[src/rtl/if_fetch_unit.sv]
// if_fetch_unit: instruction-fetch stage between the PC register and IF/ID.
// Keeps at most one instruction-memory request outstanding, advances the PC
// register through pc_ce, and honours hazard-unit stall and branch flush,
// including discarding a response that is still in flight at flush time.
// Optional feature macro: IF_MISALIGN_CHECK_EN adds ifid_misalign and blocks
// fetch from a PC whose low two bits are non-zero.
module if_fetch_unit #(
  parameter int unsigned XLEN     = 32,
  parameter logic [31:0] NOP_INST = 32'h0000_0013
) (
  input  logic            clk,
  input  logic            rst,
  input  logic [XLEN-1:0] pc_in,
  output logic            pc_ce,
  input  logic            stall,
  input  logic            flush,
  output logic            imem_req,
  output logic [XLEN-1:0] imem_addr,
  input  logic            imem_gnt,
  input  logic            imem_rvalid,
  input  logic [31:0]     imem_rdata,
  output logic            ifid_valid,
  output logic [XLEN-1:0] ifid_pc,
`ifdef IF_MISALIGN_CHECK_EN
  output logic            ifid_misalign,
`endif
  output logic [31:0]     ifid_inst
);

  typedef enum logic [1:0] {
    IDLE = 2'd0,
    REQ  = 2'd1,
    WAIT = 2'd2,
    HOLD = 2'd3
  } state_t;

  state_t          state;
  logic            kill;
  logic [XLEN-1:0] req_pc;
  logic [XLEN-1:0] hold_pc;
  logic [31:0]     hold_inst;
  logic            hold_vld;
  logic            misalign_c;
  logic            fire_c;

  // Low PC bits only matter when the misalignment check is built in
`ifdef IF_MISALIGN_CHECK_EN
  assign misalign_c = (pc_in[1:0] != 2'b00);
`else
  assign misalign_c = 1'b0;
`endif

  // Request side: one request per PC, suppressed by stall, flush or a bad PC
  always_comb begin
    fire_c    = (state == REQ) && !stall && !flush && !misalign_c;
    imem_req  = fire_c;
    imem_addr = pc_in & ~XLEN'(3);
    pc_ce     = rst && ((fire_c && imem_gnt) || flush);
  end

  // Fetch FSM together with the IF/ID pipeline register and hold buffer
  always_ff @(posedge clk or negedge rst) begin
    if (!rst) begin
      state      <= IDLE;
      kill       <= 1'b0;
      req_pc     <= '0;
      hold_pc    <= '0;
      hold_inst  <= NOP_INST;
      hold_vld   <= 1'b0;
      ifid_valid <= 1'b0;
      ifid_pc    <= '0;
      ifid_inst  <= NOP_INST;
`ifdef IF_MISALIGN_CHECK_EN
      ifid_misalign <= 1'b0;
`endif
    end else begin
      // IF/ID defaults: bubble unless stalled; flush always bubbles
      if (flush || !stall) begin
        ifid_valid <= 1'b0;
        ifid_inst  <= NOP_INST;
`ifdef IF_MISALIGN_CHECK_EN
        ifid_misalign <= 1'b0;
`endif
      end

      case (state)
        IDLE: state <= REQ;

        REQ: begin
          if (!flush) begin
            if (misalign_c && !stall) begin
              // Park a marked bubble in IF/ID; stay here until redirected
              ifid_valid <= 1'b1;
              ifid_pc    <= pc_in;
              ifid_inst  <= NOP_INST;
`ifdef IF_MISALIGN_CHECK_EN
              ifid_misalign <= 1'b1;
`endif
            end else if (fire_c && imem_gnt) begin
              req_pc <= pc_in;
              state  <= WAIT;
            end
          end
        end

        WAIT: begin
          if (flush) begin
            // A response in this same cycle settles the debt; otherwise owe it
            if (imem_rvalid) begin
              kill  <= 1'b0;
              state <= REQ;
            end else begin
              kill <= 1'b1;
            end
          end else if (imem_rvalid) begin
            if (kill) begin
              kill  <= 1'b0;
              state <= REQ;
            end else if (!stall) begin
              ifid_valid <= 1'b1;
              ifid_pc    <= req_pc;
              ifid_inst  <= imem_rdata;
              state      <= REQ;
            end else begin
              hold_pc   <= req_pc;
              hold_inst <= imem_rdata;
              hold_vld  <= 1'b1;
              state     <= HOLD;
            end
          end
        end

        HOLD: begin
          if (flush) begin
            hold_vld <= 1'b0;
            state    <= REQ;
          end else if (!stall) begin
            if (hold_vld) begin
              ifid_valid <= 1'b1;
              ifid_pc    <= hold_pc;
              ifid_inst  <= hold_inst;
            end
            hold_vld <= 1'b0;
            state    <= REQ;
          end
        end

        default: state <= IDLE;
      endcase
    end
  end

endmodule

[config.mk]
export PLATFORM = sky130hd
export DESIGN_NAME = if_fetch_unit
export DESIGN_NICKNAME = d
export VERILOG_FILES = /design/src/rtl/if_fetch_unit.sv
export SDC_FILE = /design/constraint.sdc
export NUM_CORES = 1
export LEC_CHECK = 0
export BUFFER_PORTS_ARGS = -buffer_cell sky130_fd_sc_hd__buf_2
export CORE_ASPECT_RATIO = 0.8
export CORE_MARGIN = 3
export CORE_UTILIZATION = 40
export CTS_CLUSTER_DIAMETER = 40
export DETAILED_ROUTE_END_ITERATION = 12
export PLACE_DENSITY = 0.77
export SLEW_MARGIN = 20
export SYNTH_ARGS = -nofsm -noshare
export SYNTH_HDL_FRONTEND = slang
export SYNTH_SLANG_ARGS = --single-unit
[constraint.sdc]
create_clock -name clk -period 1.8 [get_ports clk]
set_input_delay 0.36 -clock clk [delete_from_list [all_inputs] [get_ports clk]]
set_output_delay 0.36 -clock clk [all_outputs]
set_load 0.02 [all_outputs]
* Word-level counts from Yosys, hierarchy flattened
Cells that the tools add are included.
Storage, ports and cells: register bits 165, input bits 70, output and inout bits 99, word-level logic and storage cells 88
Cells by class: equal/unequal tests 14, multiplexer cells 46, bitwise operators 2, reduce and logical (&&, ||, !) cells 17
Operators by type and width (number):
- 2-to-1 mux 32 bit | 15
- one-hot mux 32 bit (2 select lines) | 2
- 2-to-1 mux 2 bit | 9
- inequality test 2 bit (second input constant) | 9
- 2-to-1 mux 1 bit | 17
- one-hot mux 2 bit (4 select lines) | 1
- AND reduction 8 bit | 1
- AND reduction 6 bit | 1
- AND reduction 5 bit | 1
- equality test 2 bit (second input constant) | 2
- logical AND 1 bit | 4
- one-hot mux 1 bit (2 select lines) | 2
- AND reduction 4 bit | 1
- nonzero test 2 bit | 2
- inequality test 3 bit (second input constant) | 1
- AND reduction 3 bit | 1
- equality test 2 x 1 -> 1 bit (second input constant) | 1
- logical NOT 1 bit | 2
- logical NOT 2 bit | 1
- logical OR 1 bit | 2
- inequality test 2 x 1 -> 1 bit (second input constant) | 1
- NOT 1 bit | 2
- AND reduction 2 bit | 1

* Longest topological paths before layout
Gate-level depths: netlist of the first run.
word-level depth 8, mapped depth 7, gate-level depth less buffers 5

* Worst setup path after synthesis of the first run
No wires, ideal clock.
path type reg-to-reg, start register state[0], end register ifid_pc[10], library setup time 0.125 ns, arrival time 1.836 ns, required time 1.675 ns, setup slack -0.160 ns, stages on the path, launching flop included 7, buffers on the path 2, clock period less this slack 1.960 ns, path through dfrtp_1 ha_1 clkbuf_1 nand2b_1 a221oi_2 buf_4 mux2_2
Between the ends: cells in the longest elaborated chain, start to end 3, elaborated cells between the ends (all ways) 12, classes of those cells 9 x eq/ne; 1 x mux; 2 x reduce/logical
Ends and longest elaborated chain:
- start: declaration | RTL line 37 | state_t state;
- start signal: assignment | RTL line 64 | state <= IDLE;
- start signal: assignment | RTL line 87 | IDLE: state <= REQ;
- start signal: assignment | RTL line 101 | state <= WAIT;
- equality test 2 bit | RTL line 86 | case (state)
- inequality test 2 bit (no source line) / nonzero test 2 bit (equally long branches)
- AND reduction 8 bit (no source line)
- end signal: assignment | RTL line 94 | ifid_pc <= pc_in;
- end signal: assignment | RTL line 121 | ifid_pc <= req_pc;
- end signal: assignment | RTL line 140 | ifid_pc <= hold_pc;
- end: declaration | RTL line 23 | output logic [XLEN-1:0] ifid_pc,
Parallel ways exist; a longest one is shown, timed or not. A chain may end at the register's enable or synchronous reset.

* Worst setup path after layout of the first run
start register state[0], end output pc_ce
Between the ends: cells in the longest elaborated chain, start to end 6
Ends and longest elaborated chain:
- equality test 2 x 1 -> 1 bit | RTL line 55 | fire_c = (state == REQ) && !stall && !flush && !misalign_c;
- logical AND 1 bit (2 in a row) | RTL line 55
- logical AND 1 bit | RTL line 58 | pc_ce = rst && ((fire_c && imem_gnt) || flush);
- logical OR 1 bit | RTL line 58
- logical AND 1 bit | RTL line 58
- end: declaration | RTL line 14 | output logic pc_ce,
No other way between the ends.

==> results.json, run 1 <==
{
  "outcome": "complete, but fails checks",
  "violations": "setup timing",
  "die-area_um2": 19650,
  "startpoint_type": "flip-flop",
  "synth_top_cell_area_share_pct": 55.28,
  "maxCapViolCount": 0,
  "avgRoutedWirePerCell_um": 20.16,
  "critPathCaptureType": "output port",
  "synth_cell_types": 39,
  "cpPeakStageDelay_ns": 0.46,
  "postRouteAntennaNets": 0,
  "drive_above_1_share_pct": 63.01,
  "synth_area_leader_cell": "dfrtp_1",
  "syn_inst": 501,
  "core_area_um2": 17490,
  "nets": 746,
  "grt_pass1_vias": 4920,
  "crit_type": "reg -> out",
  "seq_power_share_pct": 42.6,
  "overflow": 0,
  "die_h_um": 126.0,
  "cp.required_ns": 1.44,
  "rows": 43,
  "worstPathCellList": "ha_4, and3_4, o21a_4, buf_6",
  "vias_per_cell": 5.355,
  "avgSynthCellArea_um2": 14.37,
  "power_density_nw_per_um2": 1352,
  "htreeDepth": 4,
  "setup_violations": 98,
  "cts.sinks": 165,
  "clk_root_buffer_cell": "clkbuf_16",
  "cts_tree": "done",
  "ys_seq_elements": 165,
  "ys_warn_count": 0,
  "via_count": 4868,
  "slew_headroom_pct": 56.01,
  "r2r_cells": 7,
  "cp_data_arrival_time_ns": 1.57,
  "numCtsBuffers": 17,
  "p_int_w": 0.009222,
  "synth.cell_area_um2": 7198,
  "place_inst": 854,
  "place_ws_ns": -0.2834,
  "setup_tns_ns": -7.413,
  "worstMarginPinSlew_ns": 0.6585,
  "area_growth_pct": 33.84,
  "cts.clk_slew.worst_paths_ns": 0.07,
  "hold_path.class": "in -> async",
  "finalCritPeriodShare_pct": 107.4,
  "combPwrFrac_pct": 29.6,
  "gp_congestion": 0.7980,
  "power.leakage_nw": 4.723,
  "p_clk_share_pct": 27.7,
  "io_pins": 169,
  "grt_first_pass_wirelength_mm": 25.86,
  "ctsHoldBuffers": 0,
  "clock_skew_ns": 0.01355,
  "p_sw_w": 0.003803,
  "wl_mm": 18.33,
  "die_x_um": 156.0,
  "io_buffers": 166,
  "fin_cells": 909,
  "drv_slew": 0,
  "grt_usage_pct": 16.62,
  "dp_hpwl_mm": 10.70,
  "diodes": 0,
  "swShare_pct": 29.20,
  "clock_path_buffers": 2,
  "fmax_mhz": 517.1,
  "drtPass1Iterations": 4,
  "ys_seq_area_share_pct": 57.47,
  "synthTopCellsByArea": "dfrtp_1 (55%), mux2_2 (23%), a221o_1 (4.0%)",
  "ir_drop_mv": 0.8073,
  "post-route-drc-count": 0,
  "utilization_pct": 55.10,
  "grt_max_degree": 127,
  "initial_core_util_pct": 41.17,
  "slowest_stage": "dfrtp_2",
  "final-hold-violation-count": 0,
  "drt_iter0_drc": 333,
  "rsz0062_at_grt": "true",
  "fin_crit_ns": 1.934,
  "antenna_found_initial": 0,
  "setup_ws_ns": -0.1338,
  "clk_latency_ns": 0.42,
  "cp_max_fo": 3
}
==> sequential cells by signal (all words and copies together), names as in the netlist <==
| signal | cells |
|---|---|
| hold_pc | 32 |
| hold_vld | 1 |
| ifid_valid | 1 |
| req_pc | 32 |
| state | 2 |
| ifid_pc | 32 |
| ifid_inst | 32 |
| kill | 1 |
| hold_inst | 32 |
==> cell usage after synthesis, drive strengths merged <==
| cell type | number |
|---|---|
| a221oi | 2 |
| nor3 | 1 |
| o21a | 1 |
| a211o | 1 |
| or3b | 1 |
| or4bb | 3 |
| nor4b | 1 |
| and2 | 30 |
| mux2 | 160 |
| nand2b | 3 |
| inv | 3 |
| nor2 | 5 |
| nand2 | 3 |
| a22oi | 3 |
| o21ai | 5 |
| dfstp | 6 |
| nor2b | 2 |
| o2bb2ai | 1 |
| o32ai | 1 |
| o31ai | 1 |
| a211oi | 1 |
| clkbuf | 12 |
| ha | 3 |
| a221o | 29 |
| buf | 50 |
| a21o | 1 |
| dfrtp | 159 |
| or4b | 3 |
| o22ai | 1 |
| nor4bb | 1 |
| or2 | 1 |
| a21oi | 4 |
| a2111oi | 1 |
| conb | 1 |
| and3 | 1 |
==> metrics by stage <==
step	hold slack [ns]	power (W)	area (um^2)
2_1_floorplan	0.06441	0.007690	7307
3_3_place_gp	0.4646	0.008514	8283
3_5_place_dp	0.4747	0.008745	8283
4_1_cts	0.03390	0.01251	9015
5_1_grt	0.05034	0.01372	9634
6_report	0.02015	0.01303	9634
==> timing repair <==
action | CTS | global route
pin swaps | 4 | 3
gates cloned | 2 | 11
setup buffers | 9 | 4
setup endpoints to repair | 89 | 96
gates resized for setup | 9 | 101
==> final timing paths <==
kind                                     to  slack [ns]         from
worst max register to register  ifid_pc[27]       -0.11     state[1]
min in group clk                  req_pc[1]        0.18     pc_in[1]
worst min register to register  ifid_pc[22]        0.50  ifid_pc[22]
worst min-delay path             ifid_valid        0.02          rst
max in group asynchronous       hold_pc[27]        1.25          rst
worst max-delay path                  pc_ce       -0.13     state[0]
==> final cells by class <==
cell class / instances / area (um^2)
Clock buffer: 19 / 452.9
Clock inverter: 11 / 123.9
Fill cell: 1396 / 7851
Inverter: 3 / 11.26
Multi-Input combinational cell: 272 / 3094
Sequential cell: 165 / 4138
Tap cell: 225 / 281.5
Timing Repair Buffer: 214 / 1533
==> cell families after synthesis <==
logic type               share of synthesized area (%)
adder cells (fa/ha/maj)                         0.5215
AO/OA/AOI/OAI                                    6.293
multiplexers                                     25.03
other                                          0.05210
flip-flops                                       57.47
buffers and inverters                            5.510
AND/OR/NAND/NOR                                  5.128
==> layer usage <==
layer | vias up | GRT usage (%) | wire length (um)
met1 | 2538 | 22.22 | 8511
li1 | 2127 | - | -
met3 | 17 | 4.912 | 1089
met2 | 186 | 26.67 | 8512
met5 | - | 0 | 0
met4 | 0 | 4.258 | 212
==> worst max-delay path, delay by kind of cell, from the launching register on <==
kind	cells	cell delay [ns]
compound gates	1	0.19
fa+ha+maj	1	0.20
simple gates	1	0.17
flops	1	0.46
buf+inv	1	0.13
==> power by group through the flow <==
| stage | combinational (W) | sequential, W | clock, W |
|---|---|---|---|
| after global routing | 0.00414 | 0.00570 | 0.00388 |
| after global placement | 0.00308 | 0.00544 | 0 |
| after CTS | 0.00334 | 0.00548 | 0.00369 |
| final | 0.00386 | 0.00555 | 0.00361 |
| after floorplan | 0.00200 | 0.00569 | 0 |
| after detailed placement | 0.00320 | 0.00555 | 0 |
==> placed cells by master, fill, tap and decap left out, drive strengths merged, types with 2 or more instances in the layout <==
master / instances
a21oi: 4
a221o: 29
a221oi: 2
a22oi: 3
and2: 30
buf: 206
bufinv: 2
clkbuf: 27
clkinv: 6
conb: 2
dfrtp: 159
dfstp: 6
ha: 3
inv: 6
mux2: 160
nand2: 3
nand2b: 3
nor2: 5
nor2b: 2
o21ai: 5
or4b: 3
or4bb: 3
No activity file was read; power rests on OpenSTA's default activity.
==> run 2, diff against run 1 <==
- BUFFER_PORTS_ARGS: -buffer_cell sky130_fd_sc_hd__buf_2 -> -buffer_cell sky130_fd_sc_hd__clkbuf_2
==> run 2 against run 1 <==
  * Die area did not move
  * Critical path depth rose by 3
  * Highest routed layer unchanged
  * Wire length fell by 4.5%
  * Worst hold slack improved by 0.033 ns
  * Clock skew fell by 0.0021 ns
  * Via count fell by 2.2%
  * The flow still finishes with violations (setup timing)
  * Largest cell class unchanged
  * Sequential share of layout area rose by 0.72 points
  * Total power fell by 1.4%
  * Critical endpoint is now ifid_pc[7]
==> results.json, run 2 (same netlist as run 1, synthesis figures left out) <==
{
  "outcome": "complete, but fails checks",
  "violations": "setup timing",
  "area_growth_pct": 31.64,
  "critPathCaptureType": "flip-flop",
  "die_x_um": 156.0,
  "utilization_pct": 54.19,
  "die-area_um2": 19650,
  "htreeDepth": 4,
  "setup_ws_ns": -0.1352,
  "die_h_um": 126.0,
  "drtPass1Iterations": 4,
  "place_inst": 857,
  "wl_mm": 17.49,
  "final-hold-violation-count": 0,
  "overflow": 0,
  "nets": 740,
  "cts_tree": "done",
  "cp_max_fo": 8,
  "startpoint_type": "flip-flop",
  "fin_cells": 905,
  "rsz0062_at_grt": "true",
  "setup_violations": 34,
  "setup_tns_ns": -3.649,
  "gp_congestion": 0.8745,
  "worstMarginPinSlew_ns": 0.9135,
  "n_fill_cell": 1385,
  "r2r_slack_ns": -0.14,
  "cts.sinks": 165,
  "final_cell_mix": "clkbuf_2 (163), dfrtp_1 (158), mux2_2 (89)",
  "power_density_nw_per_um2": 1355,
  "worstPathCellList": "buf_6, ha_4, nand2b_4, a221oi_4, buf_6, clkbuf_16, mux2_4",
  "grt_max_degree": 166,
  "dp_hpwl_mm": 10.71,
  "place_ws_ns": -0.2920,
  "clock_path_buffers": 2,
  "cts.clk_slew.worst_paths_ns": 0.07,
  "clock_skew_ns": 0.01150,
  "antenna_found_initial": 0,
  "ir_drop_mv": 0.7677,
  "power_w": 0.01284,
  "via_count": 4759,
  "postRouteAntennaNets": 0,
  "diodes": 0,
  "fmax_mhz": 516.7,
  "hold_path.class": "in -> async",
  "path_delay_family": "buffers and inverters",
  "core_area_um2": 17490,
  "post-route-drc-count": 0,
  "drt_iter0_drc": 243,
  "grt_pass1_vias": 4906,
  "maxCapViolCount": 0,
  "cpPeakStageDelay_ns": 0.39,
  "numCtsBuffers": 17,
  "io_pins": 169,
  "crit_type": "reg -> reg",
  "layout_commonest_cell": "clkbuf_2",
  "power.leakage_nw": 4.622,
  "grt_usage_pct": 16.54,
  "cp_data_arrival_time_ns": 2.24,
  "slowest_stage": "dfrtp_1",
  "initial_core_util_pct": 41.17,
  "drive_above_1_share_pct": 62.50,
  "ctsHoldBuffers": 0,
  "avgRoutedWirePerCell_um": 19.33,
  "slew_headroom_pct": 39.10,
  "fin_crit_ns": 1.935,
  "finalCritPeriodShare_pct": 107.5,
  "clk_latency_ns": 0.43,
  "rows": 43,
  "path_buf_inv": 3,
  "vias_per_cell": 5.259,
  "cpMostUsedCell": "buf_6",
  "io_buffers": 166,
  "drv_slew": 0,
  "clk_root_buffer_cell": "clkbuf_16",
  "grt_first_pass_wirelength_mm": 25.81,
  "cp.required_ns": 2.10
}
## run 2: area by class of cell
class                   count  area (um^2)  area share, %
flip-flops and latches    165         4138          43.67
multi-input cells         272         3033          32.01
repair buffers            208         1439          15.19
clock buffers              20        456.7          4.820
well taps                 225        281.5          2.971
clock inverters            12        116.4          1.228
inverters                   3        11.26         0.1188
## run 2: final timing paths
check | to | startpoint | depth (start not counted)
worst min register to register | ifid_inst[12] | hold_inst[12] | 1
max in group asynchronous | hold_pc[6] | rst | 2
worst max-delay path | ifid_pc[7] | state[1] | 7
min in group clk | req_pc[0] | pc_in[0] | 2
worst min-delay path | req_pc[2] | rst | 2
worst max register to register | ifid_pc[7] | state[1] | 7
## run 2: report_power, final
group / switching [W] / internal [W]
clock: 0.00157 / 0.00200
sequential: 0.000699 / 0.00484
combinational: 0.00158 / 0.00216
## run 2: what timing repair did
item,CTS,global route
setup endpoints to repair,93,76
cloned,1,6
gates resized for setup,17,77
buffers inserted,6,3
pin swaps,3,2
## run 2: through the flow
step,instance area [um^2],hold slack (ns)
3_5_place_dp,8305,0.4762
5_1_grt,9475,0.1668
4_1_cts,9017,0.1612
6_report,9475,0.05356
3_3_place_gp,8305,0.4641
2_1_floorplan,7307,0.06441
## run 2: routing by layer
layer | vias to the layer above | part of all wire, % | GRT usage [%] | wire length [um]
met2 | 176 | 46 | 26.21 | 8115
met1 | 2434 | 46 | 22.15 | 8000
li1 | 2125 | - | - | -
met5 | - | 0 | 0 | 0
met3 | 24 | 6.4 | 4.809 | 1114
met4 | 0 | 1.5 | 4.933 | 262
## run 2: worst register-to-register path, delay by kind of cell (launching register included)
family	cells	cell delay [ns]
and+or+nand+nor	1	0.15
buffers and inverters	3	0.49
muxes	1	0.31
DFF	1	0.39
AOI/OAI and AO/OA	1	0.29
adders and majority gates	1	0.17
==> run 3, diff against run 2 <==
- PLACE_DENSITY: 0.77 -> 0.74
- clock period: 1.8 -> 2.2 ns (I/O delays scaled with it)
==> run 3 against run 2 <==
  * The run now ends clean
  * First-iteration DRC count down 22%
  * Wire length down 10%
  * Sequential power down 19%
  * Largest power group unchanged
  * Die area unchanged
  * Worst hold slack better by 0.20 ns
  * Setup slack better by 0.25 ns
  * Sequential cell count unchanged
  * Combinational power down 34%
  * Critical path type is now reg -> out
==> results.json, run 3 (same netlist as run 1, synthesis figures left out) <==
{
  "grt_usage_pct": 16.03,
  "final-hold-violation-count": 0,
  "n_fill_cell": 1497,
  "area_growth_pct": 21.47,
  "clk_root_buffer_cell": "clkbuf_16",
  "grt_max_degree": 155,
  "slew_headroom_pct": 44.67,
  "avgRoutedWirePerCell_um": 17.95,
  "cts.clk_slew.worst_paths_ns": 0.06,
  "hold_path.class": "in -> reg",
  "worstMarginPinSlew_ns": 0.8300,
  "antenna_found_initial": 0,
  "outcome": "finished clean",
  "fin_crit_ns": 2.085,
  "gp_congestion": 0.7342,
  "die-area_um2": 19650,
  "ir_drop_mv": 0.5928,
  "postRouteAntennaNets": 0,
  "power_density_nw_per_um2": 1148,
  "drt_iter0_drc": 190,
  "io_buffers": 166,
  "dp_hpwl_mm": 10.34,
  "wl_mm": 15.75,
  "crit_type": "reg -> out",
  "grt_pass1_vias": 4831,
  "power.leakage_nw": 4.335,
  "clk_latency_ns": 0.42,
  "io_pins": 169,
  "nets": 712,
  "grt_first_pass_wirelength_mm": 24.99,
  "cts_tree": "done",
  "critPathCaptureType": "output port",
  "initial_core_util_pct": 41.17,
  "post-route-drc-count": 0,
  "via_count": 4538,
  "htreeDepth": 4,
  "layout_commonest_cell": "clkbuf_2",
  "cp_data_arrival_time_ns": 1.64,
  "cp.required_ns": 1.76,
  "clock_path_buffers": 2,
  "maxCapViolCount": 0,
  "rsz0062_at_grt": "false",
  "die_h_um": 126.0,
  "numCtsBuffers": 17,
  "clock_skew_ns": 0.006977,
  "drive_above_1_share_pct": 57.52,
  "diodes": 0,
  "place_inst": 844,
  "cts.sinks": 165,
  "drv_slew": 0,
  "setup_violations": 0,
  "drtPass1Iterations": 6,
  "core_area_um2": 17490,
  "vias_per_cell": 5.174,
  "die_x_um": 156.0,
  "overflow": 0,
  "final_cell_mix": "clkbuf_2 (165), dfrtp_1 (159), mux2_2 (148)",
  "finalCritPeriodShare_pct": 94.77,
  "startpoint_type": "flip-flop",
  "fmax_mhz": 479.7,
  "setup_tns_ns": 0,
  "fin_cells": 877,
  "rows": 43,
  "cp_max_fo": 6,
  "cts_setup_buffers": 0
}
-- run 3: changes by cell type in the layout (fill, tap and decap cells not counted), sizes merged --
cell / previous run / this run
clkinv: 2 / 3
inv: 8 / 5
buf: 39 / 14
clkbuf: 189 / 187
dlygate4sd3: 0 / 1
bufinv: 1 / 3
clkinvlp: 4 / 2
-- run 3: layout make-up --
class                           instances  area (um^2)  area share (%)
Inverter                                3        11.26          0.1288
Clock buffer                           22        464.2           5.309
Tap cell                              225        281.5           3.220
Clock inverter                         10        145.1           1.660
Sequential cell                       165         4136           47.31
Timing Repair Buffer                  180         1007           11.52
Multi-Input combinational cell        272         2698           30.85
-- run 3: worst max-delay path, stage by stage, from the launching register on --
cell and delay, ns:
dfrtp_1 0.40, inv_1 0.09, ha_2 0.22, and3_2 0.22
o21a_1 0.12, clkbuf_2 0.18
-- run 3: metal layers --
layer / global-route usage [%] / wire (um)
met1: 20.48 / 6962
met2: 26.64 / 7642
met3: 4.466 / 978
met4: 4.881 / 162
met5: 0 / 0
-- run 3: per-stage QoR --
step / instance area [um^2] / power, W / setup slack [ns] / utilization, % / hold slack (ns)
floorplan: 7202 / 0.006240 / 0.2397 / - / 0.1444
global placement: 8122 / 0.006867 / 0.2799 / 46.45 / 0.2670
detailed placement: 8122 / 0.007070 / 0.2168 / 46.45 / 0.2708
CTS: 8741 / 0.01018 / 0.05125 / 49.99 / 0.2371
global route: 8743 / 0.01061 / 0.03433 / 50.00 / 0.2436
finish: 8743 / 0.01004 / 0.1152 / 50.00 / 0.2562
-- run 3: worst paths after layout --
kind | from | to | slack, ns | cells after the start
setup / recovery | state[1] | pc_ce | 0.12 | 5
max in group asynchronous | rst | hold_pc[23] | 0.70 | 3
hold / removal | imem_rdata[9] | hold_inst[9] | 0.26 | 2
setup reg to reg | state[0] | ifid_pc[16] | 0.19 | 6
min in group asynchronous | rst | ifid_valid | 0.45 | 2
hold reg to reg | hold_pc[7] | hold_pc[7] | 0.49 | 1
-- run 3: what timing repair did --
action                                  4_1_cts  5_1_grt
endpoints found under the hold margin         5        0
endpoints found under the setup margin        0        1
resized for setup                             0        1
hold buffers                                  1        0
-- run 3: where the power goes --
group          internal, W  switching (W)  total [W]
registers          0.00396       0.000533    0.00449
clock network      0.00186        0.00121    0.00306
logic              0.00135        0.00114    0.00248
